===== src/rtl/ecc_168_rd_err_collect.sv =====
// ecc_168_rd_err_collect
// Read-path stage behind the 168-bit ECC checker. Corrected words pass through
// a 2-entry skid buffer. Uncorrectable words (dbit or checker fault) are tagged
// as poisoned. Error counters, first-error capture and sticky interrupts are
// updated only for words that are actually accepted.
//
// Handshake: a word moves across an interface on a rising clk edge where
// valid and ready are both high. Once out_vld is high, out_data and out_poison
// stay stable until out_rdy is seen. in_rdy and out_vld come straight from
// registers, so neither depends combinationally on the other side.
module ecc_168_rd_err_collect #(
  parameter int DATA_WIDTH  = 168,
  parameter int ADDR_WIDTH  = 8,
  parameter int CNT_WIDTH   = 16,
  parameter int SBIT_THRESH = 16
) (
  input  logic                  clk,
  input  logic                  rst,
  input  logic                  in_vld,
  output logic                  in_rdy,
  input  logic [ADDR_WIDTH-1:0] in_addr,
  input  logic [DATA_WIDTH-1:0] in_data,
  input  logic                  in_sbit,
  input  logic                  in_dbit,
  input  logic                  in_fault,
  output logic                  out_vld,
  input  logic                  out_rdy,
  output logic [DATA_WIDTH-1:0] out_data,
  output logic                  out_poison,
  input  logic                  clr,
  output logic [CNT_WIDTH-1:0]  sbit_cnt,
  output logic [CNT_WIDTH-1:0]  dbit_cnt,
  output logic [CNT_WIDTH-1:0]  fault_cnt,
  output logic                  err_cap_vld,
  output logic [ADDR_WIDTH-1:0] err_cap_addr,
  output logic [1:0]            err_cap_type,
  output logic                  irq_sbit,
  output logic                  irq_dbit,
  output logic                  irq_fault
);

  // Skid buffer occupancy: ONE means only the output register holds a word,
  // FULL means the skid register holds the next word behind it.
  typedef enum logic [1:0] {
    ST_EMPTY = 2'd0,
    ST_ONE   = 2'd1,
    ST_FULL  = 2'd2
  } skid_state_e;

  localparam logic [1:0] CAP_SBIT  = 2'b01;
  localparam logic [1:0] CAP_DBIT  = 2'b10;
  localparam logic [1:0] CAP_FAULT = 2'b11;

  localparam logic [CNT_WIDTH-1:0] SBIT_THRESH_C = CNT_WIDTH'(SBIT_THRESH);

  skid_state_e           state_q;
  logic                  in_rdy_q;
  logic                  out_vld_q;
  logic [DATA_WIDTH-1:0] out_data_q;
  logic                  out_poison_q;
  logic [DATA_WIDTH-1:0] skid_data_q;
  logic                  skid_poison_q;

  logic [CNT_WIDTH-1:0]  sbit_cnt_q,  sbit_cnt_d;
  logic [CNT_WIDTH-1:0]  dbit_cnt_q,  dbit_cnt_d;
  logic [CNT_WIDTH-1:0]  fault_cnt_q, fault_cnt_d;
  logic                  cap_vld_q,   cap_vld_d;
  logic [ADDR_WIDTH-1:0] cap_addr_q,  cap_addr_d;
  logic [1:0]            cap_type_q,  cap_type_d;
  logic                  irq_sbit_q,  irq_sbit_d;
  logic                  irq_dbit_q,  irq_dbit_d;
  logic                  irq_fault_q, irq_fault_d;

  logic accept;
  logic drain;
  logic in_poison;
  logic any_err;

  assign accept    = in_vld & in_rdy_q;
  assign drain     = out_vld_q & out_rdy;
  assign in_poison = in_dbit | in_fault;
  assign any_err   = in_sbit | in_dbit | in_fault;

  // Counter step that sticks at all-ones instead of wrapping.
  function automatic logic [CNT_WIDTH-1:0] sat_inc(input logic [CNT_WIDTH-1:0] v,
                                                   input logic inc);
    if (inc && (v != {CNT_WIDTH{1'b1}})) begin
      return v + CNT_WIDTH'(1);
    end
    return v;
  endfunction

  // Skid buffer FSM with registered in_rdy/out_vld and data registers.
  always_ff @(posedge clk) begin
    if (rst) begin
      state_q       <= ST_EMPTY;
      in_rdy_q      <= 1'b1;
      out_vld_q     <= 1'b0;
      out_data_q    <= '0;
      out_poison_q  <= 1'b0;
      skid_data_q   <= '0;
      skid_poison_q <= 1'b0;
    end else begin
      case (state_q)
        ST_EMPTY: begin
          if (accept) begin
            out_data_q   <= in_data;
            out_poison_q <= in_poison;
            out_vld_q    <= 1'b1;
            state_q      <= ST_ONE;
          end
        end
        ST_ONE: begin
          if (accept && drain) begin
            // Output word leaves as the new one arrives: stay at one entry.
            out_data_q   <= in_data;
            out_poison_q <= in_poison;
          end else if (accept) begin
            // Output is stalled: park the new word in the skid register.
            skid_data_q   <= in_data;
            skid_poison_q <= in_poison;
            in_rdy_q      <= 1'b0;
            state_q       <= ST_FULL;
          end else if (drain) begin
            out_vld_q <= 1'b0;
            state_q   <= ST_EMPTY;
          end
        end
        ST_FULL: begin
          // in_rdy is low here, so only a drain can happen.
          if (drain) begin
            out_data_q   <= skid_data_q;
            out_poison_q <= skid_poison_q;
            in_rdy_q     <= 1'b1;
            state_q      <= ST_ONE;
          end
        end
        default: begin
          state_q   <= ST_EMPTY;
          in_rdy_q  <= 1'b1;
          out_vld_q <= 1'b0;
        end
      endcase
    end
  end

  // Error bookkeeping: clr zeroes first, then the accepted word is applied.
  always_comb begin
    logic [CNT_WIDTH-1:0] sbit_base;
    logic [CNT_WIDTH-1:0] dbit_base;
    logic [CNT_WIDTH-1:0] fault_base;

    sbit_base  = clr ? '0 : sbit_cnt_q;
    dbit_base  = clr ? '0 : dbit_cnt_q;
    fault_base = clr ? '0 : fault_cnt_q;

    sbit_cnt_d  = sat_inc(sbit_base,  accept & in_sbit);
    dbit_cnt_d  = sat_inc(dbit_base,  accept & in_dbit);
    fault_cnt_d = sat_inc(fault_base, accept & in_fault);

    cap_vld_d  = clr ? 1'b0 : cap_vld_q;
    cap_addr_d = clr ? '0   : cap_addr_q;
    cap_type_d = clr ? 2'b00 : cap_type_q;
    if (!cap_vld_d && accept && any_err) begin
      cap_vld_d  = 1'b1;
      cap_addr_d = in_addr;
      if (in_fault) begin
        cap_type_d = CAP_FAULT;
      end else if (in_dbit) begin
        cap_type_d = CAP_DBIT;
      end else begin
        cap_type_d = CAP_SBIT;
      end
    end

    // irq_sbit follows the counter value being written this edge.
    irq_sbit_d  = (clr ? 1'b0 : irq_sbit_q)  | (sbit_cnt_d >= SBIT_THRESH_C);
    irq_dbit_d  = (clr ? 1'b0 : irq_dbit_q)  | (accept & in_dbit);
    irq_fault_d = (clr ? 1'b0 : irq_fault_q) | (accept & in_fault);
  end

  // Error bookkeeping registers.
  always_ff @(posedge clk) begin
    if (rst) begin
      sbit_cnt_q  <= '0;
      dbit_cnt_q  <= '0;
      fault_cnt_q <= '0;
      cap_vld_q   <= 1'b0;
      cap_addr_q  <= '0;
      cap_type_q  <= 2'b00;
      irq_sbit_q  <= 1'b0;
      irq_dbit_q  <= 1'b0;
      irq_fault_q <= 1'b0;
    end else begin
      sbit_cnt_q  <= sbit_cnt_d;
      dbit_cnt_q  <= dbit_cnt_d;
      fault_cnt_q <= fault_cnt_d;
      cap_vld_q   <= cap_vld_d;
      cap_addr_q  <= cap_addr_d;
      cap_type_q  <= cap_type_d;
      irq_sbit_q  <= irq_sbit_d;
      irq_dbit_q  <= irq_dbit_d;
      irq_fault_q <= irq_fault_d;
    end
  end

  assign in_rdy       = in_rdy_q;
  assign out_vld      = out_vld_q;
  assign out_data     = out_data_q;
  assign out_poison   = out_poison_q;
  assign sbit_cnt     = sbit_cnt_q;
  assign dbit_cnt     = dbit_cnt_q;
  assign fault_cnt    = fault_cnt_q;
  assign err_cap_vld  = cap_vld_q;
  assign err_cap_addr = cap_addr_q;
  assign err_cap_type = cap_type_q;
  assign irq_sbit     = irq_sbit_q;
  assign irq_dbit     = irq_dbit_q;
  assign irq_fault    = irq_fault_q;

endmodule


===== config.mk =====
export PLATFORM = sky130hd
export DESIGN_NAME = ecc_168_rd_err_collect
export DESIGN_NICKNAME = d
export VERILOG_FILES = /design/src/rtl/ecc_168_rd_err_collect.sv
export SDC_FILE = /design/constraint.sdc
export NUM_CORES = 1
export LEC_CHECK = 0
export CORE_MARGIN = 3
export CORE_UTILIZATION = 49
export CTS_CLUSTER_DIAMETER = 60
export DETAILED_ROUTE_END_ITERATION = 16
export GPL_TIMING_DRIVEN = 0
export PLACE_DENSITY = 0.77
export REMOVE_ABC_BUFFERS = 1
export SLEW_MARGIN = 30
export SYNTH_ARGS = -nofsm -noshare
export SYNTH_HDL_FRONTEND = slang
export SYNTH_SLANG_ARGS = --single-unit

===== constraint.sdc =====
create_clock -name clk -period 3.76 [get_ports clk]
set_clock_uncertainty 0.05 [all_clocks]
set_input_delay 0.94 -clock clk [delete_from_list [all_inputs] [get_ports clk]]
set_output_delay 0.94 -clock clk [all_outputs]
set_load 0.02 [all_outputs]

==> run summary <==
Status: completed
Vias: 14840
Hold path depth: 2
RSZ-0062 raised after global routing: no
R2R setup slack: 1020 ps
Final instance area: 0.0227 mm²
CTS root buf: clkbuf_16
VDD IR max: 0.466 mV
WL per Instance: 17.8 µm
Placer Congestion: 0.872
CP Launch Point: clr
Clock buffer depth: 3
Post-synth EDFFs: 0
Overflow after GRT: 0
Core Rows: 66
Highest-count cells in the layout ignoring fill and taps: clkdlybuf4s50_1, dfxtp_1, nand2_1
Final worst slack: 392 ps
Most common cell after layout, fill and taps aside: clkdlybuf4s50_1
Postcts setup bufs: 0
Relative slew margins: 51.3%
Maxcap violations: 0
End of the worst register-to-register path: skid_data_q[118]$_SDFFE_PP0P_
Hold Path Class: register to register
Initial antenna violation count: 14
Hold worst-path end: skid_data_q[16]$_SDFFE_PP0P_
Min-delay src: skid_data_q[16]$_SDFFE_PP0P_
First-pass GRT wire length: 77400 µm
Final min period: 3370 ps
CP arrival: 3780 ps
Layout cells sized above 1: 5.39%
Vias in the first global route: 14644
Power Density: 511 mW/mm²
H-tree Lvls: 2
Cells after Synth: 1902
Tot GR Track Use: 26.4%
Overall Power: 11.6 mW
Async SR Flop Fraction: 0%
Seq/Total Area, Yosys: 49.3%
Pin count of the biggest net entering global routing: 112
CP max stage delay: 540 ps
Die Y: 189 µm
Yosys warnings: 0
Post-Route Setup TNS: 0 ps
Hold_buf cts: 0
Utilization after layout: 69.2%
Syn Area/Cell: 8.63 µm²
Die ar.: 0.0357 mm²
Slew Limit Fails: 0
Initial DRC count: 823
Top_reg_cell synth: dfxtp_1
Die W: 189 µm
First-pass DRT Iterations: 6
Critical path startpoint category: primary input
CTS Sinks: 404
CTS tree: built
Vias/cell: 5.43
Starting density of the core: 50.1%
Fmax: 0.297 GHz
Worst-skew pair later-pin latency: 540 ps
Worst Tran Pin Value: 730 ps
Routed Wire Length: 48600 µm
DRC: 0
Most common cell type on the critical path: inv_1
Req. time, crit path: 4180 ps
Number of buffers created by CTS: 43
Layout Nets: 2438
Core area: 0.0328 mm²
Critical Path End Type: register
Yosys cell types: 51
IO buf count: 416
Final setup violation count: 0
Critical path type: primary input to register
Cell Area, Placed: 0.0212 mm²
Final Cycle Share: 89.6%
# resized after CTS: 0
Cell count of the worst reg-to-reg path: 12
Lkg Pwr: 9.12 nW
Register bit total from synthesis: 404
Final Hold Viols: 0
I/O Pins: 417
Clock slew at reported path FFs: 60 ps
Cell area after synthesis: 0.0164 mm²
CP max FO: 33
Worst R2R Start: out_vld$_SDFFE_PP0P_
DP Worst Slack: -150 ps
Layout area overhead: 38.2%
Crit-path cells: buf_2 > buf_12 > inv_1 > nand2_1 > inv_1 > ha_1 > and4b_1 > and4_1 > a2111o_1 > or3_1 > a21oi_1
Slowest cell on the critical path: a2111o_1
Final antenna-violating net count: 0
Post-DP HPWL: 33800 µm
-- cells in the mapped netlist, drive strengths merged, types with 10 or more instances --
library cell  number  area [µm²]
dfxtp            404        8090
nand2            375        1410
nor2             237         890
a21oi            193         966
mux2i            172        1720
a211oi           171        1280
clkbuf           127         477
xnor2             29         254
nor2b             23         144
buf               22         104
nand3             14        70.1
and4              13         114
nand4             11        83.8
xor2              11        96.3
inv               10        37.5
nor3              10        50.1
o21ai             10        50.1
-- sequential cells by signal (all words and copies together), names as in the netlist, 2 cells and up --
| signal | cells |
|---|---|
| out_data | 168 |
| skid_data_q | 168 |
| dbit_cnt | 16 |
| fault_cnt | 16 |
| sbit_cnt | 16 |
| err_cap_addr | 8 |
| err_cap_type | 2 |
| state_q | 2 |
-- cell families after synthesis --
family / after synthesis / share of synthesized area [%]
AOI/OAI and AO/OA: 399 / 15.3
xor gates and xnor gates: 40 / 2.13
adders and majority gates: 3 / 0.229
buffers and inverters: 159 / 3.77
DFF: 404 / 49.3
muxes: 175 / 10.7
and+or+nand+nor: 722 / 18.6
-- area by class of cell --
cell class                      count  area, µm²
Sequential cell                   404       8090
Fill cell                        2559      10100
Antenna cell                        7       17.5
Multi-Input combinational cell   1339       7740
Tap cell                          442        553
Timing Repair Buffer              453       4730
Clock inverter                     17        244
Inverter                           10       37.5
Clock buffer                       61       1270
-- worst max path at each step --
stage | slack [ps] | end
after floorplan | -6490 | skid_poison_q$_SDFFE_PP0P_
after global placement | -14690 | skid_poison_q$_SDFFE_PP0P_
after detailed placement | -150 | dbit_cnt[9]$_SDFF_PP0_
after CTS | 410 | fault_cnt[5]$_SDFF_PP0_
after global routing | 150 | skid_data_q[118]$_SDFFE_PP0P_
final | 390 | dbit_cnt[9]$_SDFF_PP0_
-- report_power, final --
group | internal [mW] | switching (mW) | total, mW
clock network | 2.76 | 1.72 | 4.48
logic | 1.04 | 1.25 | 2.29
registers | 4.63 | 0.188 | 4.82
-- metal layers --
| layer | up-vias | part of all wire [%] | GRT usage, % |
|---|---|---|---|
| met5 | - | 0.17 | 0 |
| met4 | 12 | 4.0 | 10.6 |
| met2 | 508 | 46 | 43.5 |
| li1 | 7269 | - | - |
| met3 | 124 | 11 | 11.2 |
| met1 | 6927 | 38 | 30.4 |
-- worst max-delay path: cells and delay by family --
family          cells  cell delay, ps
fa+ha+maj           1             210
simple gates        4            1050
buf+inv             4             860
compound gates      2             680
-- per-stage QoR --
step	instances	hold WS (ps)
floorplan	1753	380
global placement	2611	390
detailed placement	2648	396
CTS	2726	404
global route	2733	419
finish	2733	402
Power figures use the tool's default switching activity.
